<file path="config.mk">
export PLATFORM = sky130hd
export DESIGN_NAME = free_list
export DESIGN_NICKNAME = d
export VERILOG_FILES = /design/src/rtl/free_list.sv
export SDC_FILE = /design/constraint.sdc
export NUM_CORES = 1
export LEC_CHECK = 0
export ABC_AREA = 0
export BUFFER_PORTS_ARGS = -buffer_cell sky130_fd_sc_hd__buf_2
export CORE_MARGIN = 8
export CORE_UTILIZATION = 59
export CTS_BUF_LIST = sky130_fd_sc_hd__clkbuf_8
export DETAILED_ROUTE_END_ITERATION = 6
export PLACE_DENSITY = 0.89
export SETUP_SLACK_MARGIN = 0.3
export SLEW_MARGIN = 20
export SYNTH_ARGS = -nofsm -noshare
export SYNTH_HDL_FRONTEND = slang
export SYNTH_SLANG_ARGS = --single-unit
</file>
<file path="constraint.sdc">
create_clock -name clk -period 5.2 [get_ports clk]
set_input_delay 1.56 -clock clk [delete_from_list [all_inputs] [get_ports clk]]
set_output_delay 1.56 -clock clk [all_outputs]
set_load 0.005 [all_outputs]
</file>
<file path="src/rtl/free_list.sv">
// -----------------------------------------------------------------------------
// free_list
//   Circular FIFO of free physical register indices for the rename backend.
//   Rename pops up to ID_WIDTH indices per cycle. Commit pushes stale indices
//   back. A committed-head pointer (chead) lets a branch flush restore every
//   speculatively allocated index in a single cycle.
//
// Ports
//   clk          clock
//   rst          synchronous active-high reset
//   alloc_valid  per-lane allocation request from rename
//   alloc_ready  at least ID_WIDTH free indices available (from registered
//                pointers only)
//   free_idx     per-lane granted index, combinational from the current head,
//                compacted in lane order
//   rel_valid    per-lane commit of an instruction that frees a stale index
//   stale_idx    per-lane stale index being returned
//   flush        mispredict recovery: head rewinds to the committed head
// -----------------------------------------------------------------------------
module free_list #(
  parameter int ID_WIDTH  = 2,
  parameter int PRF_DEPTH = 64,
  parameter int ARF_DEPTH = 32,
  parameter int PRF_IDX   = $clog2(PRF_DEPTH),
  parameter int FL_DEPTH  = PRF_DEPTH - ARF_DEPTH
) (
  input  logic                clk,
  input  logic                rst,
  input  logic [ID_WIDTH-1:0] alloc_valid,
  output logic                alloc_ready,
  output logic [PRF_IDX-1:0]  free_idx [ID_WIDTH],
  input  logic [ID_WIDTH-1:0] rel_valid,
  input  logic [PRF_IDX-1:0]  stale_idx [ID_WIDTH],
  input  logic                flush
);

  localparam int AW = $clog2(FL_DEPTH);  // entry address width
  localparam int PW = AW + 1;            // pointer width incl. wrap bit

  logic [PRF_IDX-1:0] entry_q [FL_DEPTH];
  logic [PRF_IDX-1:0] entry_d [FL_DEPTH];

  logic [PW-1:0] head_q,  head_d;
  logic [PW-1:0] tail_q,  tail_d;
  logic [PW-1:0] chead_q, chead_d;

  logic [PW-1:0] count;
  logic [PW-1:0] alloc_cnt;
  logic [PW-1:0] rel_cnt;
  logic [PW-1:0] alloc_off [ID_WIDTH];  // valid alloc lanes below lane i
  logic [PW-1:0] rel_off   [ID_WIDTH];  // valid release lanes below lane i
  logic [AW-1:0] rd_addr   [ID_WIDTH];
  logic [AW-1:0] wr_addr   [ID_WIDTH];
  logic          alloc_fire;

  // Occupancy and readiness come only from registered pointers, so
  // alloc_ready never depends on this cycle's requests.
  assign count       = tail_q - head_q;
  assign alloc_ready = (count >= PW'(ID_WIDTH));
  assign alloc_fire  = alloc_ready && !flush;

  // Lane compaction: prefix counts of valid lanes.
  always_comb begin
    // NOTE: every always_comb output gets a default first so no path leaves
    // it unassigned; a missing default infers a latch.
    alloc_cnt = '0;
    rel_cnt   = '0;
    for (int i = 0; i < ID_WIDTH; i++) begin
      alloc_off[i] = alloc_cnt;
      rel_off[i]   = rel_cnt;
      if (alloc_valid[i]) alloc_cnt = alloc_cnt + PW'(1);
      if (rel_valid[i])   rel_cnt   = rel_cnt + PW'(1);
    end
  end

  // Grant reads use the current head; same-cycle releases are not bypassed.
  always_comb begin
    for (int i = 0; i < ID_WIDTH; i++) begin
      rd_addr[i]  = AW'(head_q + alloc_off[i]);
      free_idx[i] = entry_q[rd_addr[i]];
    end
  end

  // Release writes land compacted at tail, tail+1, ...
  always_comb begin
    entry_d = entry_q;
    for (int i = 0; i < ID_WIDTH; i++) begin
      wr_addr[i] = AW'(tail_q + rel_off[i]);
      if (rel_valid[i]) entry_d[wr_addr[i]] = stale_idx[i];
    end
  end

  // Pointer update. Each release also retires one allocation, so chead moves
  // with tail. A flush rewinds head to the committed head including this
  // cycle's commits and drops this cycle's allocations.
  always_comb begin
    tail_d  = tail_q + rel_cnt;
    chead_d = chead_q + rel_cnt;
    head_d  = head_q;
    if (flush)           head_d = chead_q + rel_cnt;
    else if (alloc_fire) head_d = head_q + alloc_cnt;
  end

  always_ff @(posedge clk) begin
    // NOTE: state flops use non-blocking assignments so every flop samples
    // the pre-edge values regardless of statement order.
    if (rst) begin
      head_q  <= '0;
      chead_q <= '0;
      tail_q  <= PW'(FL_DEPTH);  // wrap bit set: list starts full
      // NOTE: the storage array is reset on purpose; the reset image (all
      // non-architectural registers free) is architecturally required, so
      // this memory is built from resettable flops rather than a RAM.
      for (int i = 0; i < FL_DEPTH; i++) begin
        entry_q[i] <= PRF_IDX'(ARF_DEPTH + i);
      end
    end else begin
      head_q  <= head_d;
      chead_q <= chead_d;
      tail_q  <= tail_d;
      entry_q <= entry_d;
    end
  end

`ifndef SYNTHESIS
  // Illegal-use checks, simulation only.
  always_ff @(posedge clk) begin
    if (!rst) begin
      assert (({1'b0, count} + {1'b0, rel_cnt}) <= (PW + 1)'(FL_DEPTH));
      assert (!((|alloc_valid) && !alloc_ready && !flush));
      for (int i = 0; i < ID_WIDTH; i++) begin
        assert (!(rel_valid[i] && (stale_idx[i] == '0)));
      end
    end
  end
`endif

endmodule

</file>
* After elaboration in Yosys (flattened, before gate mapping)
Cells that the tools add are included.
Word-level totals: output and inout port bits 13, register bits 210
Operators by class: muxes and demuxes 20, reductions and logical operators 5, add/subtract/negate cells 8, bitwise gates (word level) 4, order comparisons 7
Operators by type and width (number):
- $bwmux W192 | 2
- $mux W192 | 2
- $bmux W6 S5 | 2
- $demux W6 S5 | 2
- $mux W6 | 10
- $ge A6 B6 Y1 const B | 4
- $not A5 Y6 | 4
- $add A6 B6 Y6 | 3
- $add A6 B1 Y6 const B | 2
- $lt A6 B1 Y1 const B | 2
- $add A5 B5 Y5 | 2
- $ge A6 B2 Y1 const B | 1
- $sub A6 B6 Y6 | 1
- $logic_and A1 B1 Y1 | 3
- $mux W1 | 2
- $reduce_bool A2 Y1 | 1
- $logic_not A1 Y1 | 1

* Longest topological paths before layout
depth after elaboration 9, mapped depth 13

* Least setup slack after synthesis
Ideal clock, no wire load.
kind input port to output port, start point input alloc_valid[0], end point output free_idx[0] (netlist name), cell stages on the path 7, data arrival time 3.823 ns, path slack -0.183 ns, path through ha_1 -> ha_1 -> buf_1 -> clkbuf_1 -> mux4_2 -> mux4_2 -> mux2_2
RTL lines:
- from (decl) | line 29 | input logic [ID_WIDTH-1:0] alloc_valid,
- to (decl) | line 31 | output logic [PRF_IDX-1:0] free_idx [ID_WIDTH],

==> flow_summary.rst <==
.. list-table::
   :header-rows: 1

   * - Metric
     - Value
   * - Outcome
     - finished with violations
   * - Failing checks
     - DRC, setup timing
   * - Die height
     - 170 µm
   * - Crit path arrival time
     - 3720 ps
   * - Placed instance area
     - 14400 µm²
   * - Floorplan row count
     - 56
   * - Yosys top cell area share
     - 30.1%
   * - Leading cell types by total area after synthesis
     - sky130_fd_sc_hd__dfxtp_1 (30%), sky130_fd_sc_hd__mux4_2 (19%), sky130_fd_sc_hd__mux2_2 (9.9%)
   * - Drt pass-1 iters
     - 7
   * - Overall die area
     - 28800 µm²
   * - Crit Reg-Reg Startpoint
     - tail_q[0]
   * - Commonest non-fill, non-tap cell in the layout
     - sky130_fd_sc_hd__dfxtp_1
   * - Wirelength, routed
     - 44.6 mm
   * - Total Routing Usage GR
     - 30.9%
   * - Worst vdd ir
     - 0.282 mV
   * - Ratio of cells with drive above 1 in the final layout
     - 28.1%
   * - CTS tree
     - yes
   * - Number of buffers created by CTS
     - 38
   * - Die Span X
     - 170 µm
   * - Antenna diode instance count
     - 0
   * - Final standard cell utilization of the core
     - 65.7%
   * - DR DRC count
     - 1
   * - Summed instance area of the synthesized netlist
     - 14000 µm²
   * - Maximum buffer depth of the clock tree
     - 3
   * - R2r setup slk
     - 2220 ps
   * - FFs w/ async S/R, synth
     - 0%
   * - Leakage power
     - 0.00549 µW
   * - Setup slack of the critical path after layout
     - -76.9 ps
   * - Detailed-route vias per instance
     - 6.98
   * - Skew final
     - 12.3 ps
   * - Clock transition at path regs
     - 60 ps
   * - IO Count
     - 32
   * - # fillers
     - 1728
   * - Pin count of the biggest net entering global routing
     - 89
   * - Critical path class
     - input pin to output pin
   * - Number of H-tree levels
     - 2
   * - Count of input and output buffers
     - 31
   * - Antenna Violating Nets Remaining
     - 0
   * - Reg-to-reg critical path endpoint
     - entry_q[78]
   * - Count of warnings emitted by yosys
     - 0
   * - Average instance area after synthesis
     - 10.2 µm²
   * - RSZ-0062 raised after global routing
     - true
   * - Number of max-capacitance violations reported
     - 0
   * - Final setup violation count
     - 6
   * - Min-Delay Endpoint
     - chead_q[4]
   * - Final layout net count
     - 1400
   * - Startpoint kind of the worst setup timing path
     - input pin
   * - Nets in the synthesized netlist
     - 1414
   * - Hold Path Class
     - flop to flop
   * - Gate count after technology mapping
     - 1374
   * - Dominant cell type by area after synthesis
     - sky130_fd_sc_hd__dfxtp_1
   * - CTS Sinks
     - 210
   * - Commonest cells after routing, fill and taps aside
     - sky130_fd_sc_hd__dfxtp_1 (207), sky130_fd_sc_hd__mux2i_1 (138), sky130_fd_sc_hd__nor2_1 (132)
   * - Cell count of the worst hold path
     - 2
   * - Slew @ Worst Pin
     - 946 ps
   * - Flip-flop cell with the highest count after synthesis
     - sky130_fd_sc_hd__dfxtp_1
   * - Fraction of the yosys area taken by sequential cells
     - 30.1%
   * - Floorplan Core Area
     - 23300 µm²
   * - DR WL/cell
     - 26.2 µm
   * - #FFs+latches synth
     - 210
   * - Syn-to-layout area delta
     - 9.82%
   * - Cell area after layout
     - 15300 µm²
   * - Number of max-slew violations in the final report
     - 0
   * - CP max FO
     - 6
   * - Worst reg2reg path depth
     - 6
   * - Starting density of the core
     - 59.8%
   * - Final critical path time including I/O delays and setup
     - 5280 ps
   * - Library cell used as clock root buffer
     - sky130_fd_sc_hd__clkbuf_8
   * - Number of global-route vias before repair
     - 11600
   * - Hold violation total from the final report
     - 0
   * - Post-synth EDFFs
     - 0
   * - Relative slew margins
     - 36.9%
   * - Cell area power density
     - 314 nW/µm²
   * - Final worst hold slack
     - 511 ps
   * - Worst setup EP type
     - output pin
   * - Hold_sp
     - chead_q[4]
   * - Hold bufs inserted after CTS
     - 0
   * - Number of library cell types mapped by synthesis
     - 55
   * - Routability congestion estimate
     - 0.957
   * - Clk_lat worst skew
     - 550 ps
   * - Number of antenna violations at the first check in global routing
     - 0
   * - Vias
     - 11900
   * - Critical path data required time
     - 3640 ps
   * - Global route overflow
     - 0
   * - Global-route wire length before repair
     - 68.6 mm
   * - Half-perimeter wire length of the detailed placement result
     - 29.5 mm
   * - Fmax
     - 190 MHz
   * - Post-route clock period utilization
     - 101%
   * - DR iter-0 viols
     - 1876
cells by family after synthesis:
group	Yosys count	synth area share (%)
AO/OA/AOI/OAI	153	7.89
XOR/XNOR	10	0.628
adder cells (fa/ha/maj)	21	2.10
buffers and inverters	141	3.98
flip-flops	210	30.1
multiplexers	381	39.2
AND/OR/NAND/NOR	458	16.1
synth_stat cells (4+ instances only):
library cell,instances
sky130_fd_sc_hd__dfxtp_1,210
sky130_fd_sc_hd__mux2i_1,138
sky130_fd_sc_hd__nor2_1,132
sky130_fd_sc_hd__mux2_2,123
sky130_fd_sc_hd__mux4_2,120
sky130_fd_sc_hd__clkbuf_1,101
sky130_fd_sc_hd__nand2b_1,93
sky130_fd_sc_hd__nand2_1,85
sky130_fd_sc_hd__nor3_1,40
sky130_fd_sc_hd__a211oi_1,39
sky130_fd_sc_hd__nand3_1,37
sky130_fd_sc_hd__o21ai_0,26
sky130_fd_sc_hd__nor2b_1,25
sky130_fd_sc_hd__a311oi_1,23
sky130_fd_sc_hd__o21bai_1,23
sky130_fd_sc_hd__ha_1,17
sky130_fd_sc_hd__a21oi_1,15
sky130_fd_sc_hd__and3_1,15
sky130_fd_sc_hd__buf_2,15
sky130_fd_sc_hd__inv_1,15
sky130_fd_sc_hd__buf_1,7
sky130_fd_sc_hd__or2_2,7
sky130_fd_sc_hd__xnor2_1,7
sky130_fd_sc_hd__nor3b_1,5
sky130_fd_sc_hd__o211ai_2,5
sky130_fd_sc_hd__o21ai_1,5
sky130_fd_sc_hd__fa_1,4
sky130_fd_sc_hd__nand3b_1,4
per-layer routing:
layer  track usage, %  part of all wire (%)  routed length (µm)
met2             46.5                    43               19300
met4             15.6                   5.2                2330
met1             40.2                    37               16300
met3             8.83                    15                6720
met5                0                     0                   0
worst max-delay path: stages:
cell and delay (ps):
sky130_fd_sc_hd__buf_8 110, sky130_fd_sc_hd__ha_4 290, sky130_fd_sc_hd__buf_12 150, sky130_fd_sc_hd__buf_12 130, sky130_fd_sc_hd__mux4_2 490, sky130_fd_sc_hd__mux4_2 530
sky130_fd_sc_hd__mux2_4 330, sky130_fd_sc_hd__buf_6 120
registers in the layout, indices dropped and copies added (netlist names):
name and flops:
entry_q 192, tail_q 6, chead_q 6, head_q 6
how the worst max path moves through the flow:
stage	start	to	slack, ps	depth (start not counted)
floorplan	alloc_valid[0]	free_idx[0]	310	6
global placement	alloc_valid[0]	free_idx[2]	-90	7
detailed placement	alloc_valid[0]	free_idx[0]	-90	7
CTS	alloc_valid[0]	free_idx[0]	-60	8
global route	alloc_valid[0]	free_idx[3]	-90	8
finish	alloc_valid[0]	free_idx[3]	-80	8
through the flow:
step	TNS [ps]	total power, µW	cells	setup slack, ps
6_report	-343	4820	1703	-76.9
5_1_grt	-472	4980	1703	-92.7
4_1_cts	-230	4780	1703	-55.3
3_5_place_dp	-431	3110	1634	-91.0
3_3_place_gp	-365	3080	1634	-85.4
2_1_floorplan	0	2750	1374	308
power breakdown:
group | total, µW | switching (µW) | internal [µW] | leakage [µW]
Combinational | 1520 | 780 | 743 | 0.00336
Sequential | 1720 | 56.7 | 1660 | 0.00170
Clock | 1580 | 727 | 853 | 0.000425
Total | 4820 | 1560 | 3260 | 0.00549
cell type report:
class | count | area [µm²] | share of cell area, %
multi-input combinational | 1023 | 9270 | 60.5
sequential | 210 | 4210 | 27.5
timing repair buffer | 70 | 648 | 4.23
clock buffer | 43 | 592 | 3.86
tap | 319 | 399 | 2.60
clock inverter | 21 | 146 | 0.955
inverter | 17 | 63.8 | 0.416
what timing repair did:
action / in CTS / in global routing
cloned: 2 / 0
endpoints found under the hold margin: 0 / 0
resized for setup: 24 / 3
setup endpoints to repair: 7 / 11
buffers inserted: 3 / 0
pin swaps: 1 / 1
No activity file was read; power rests on OpenSTA's default activity.
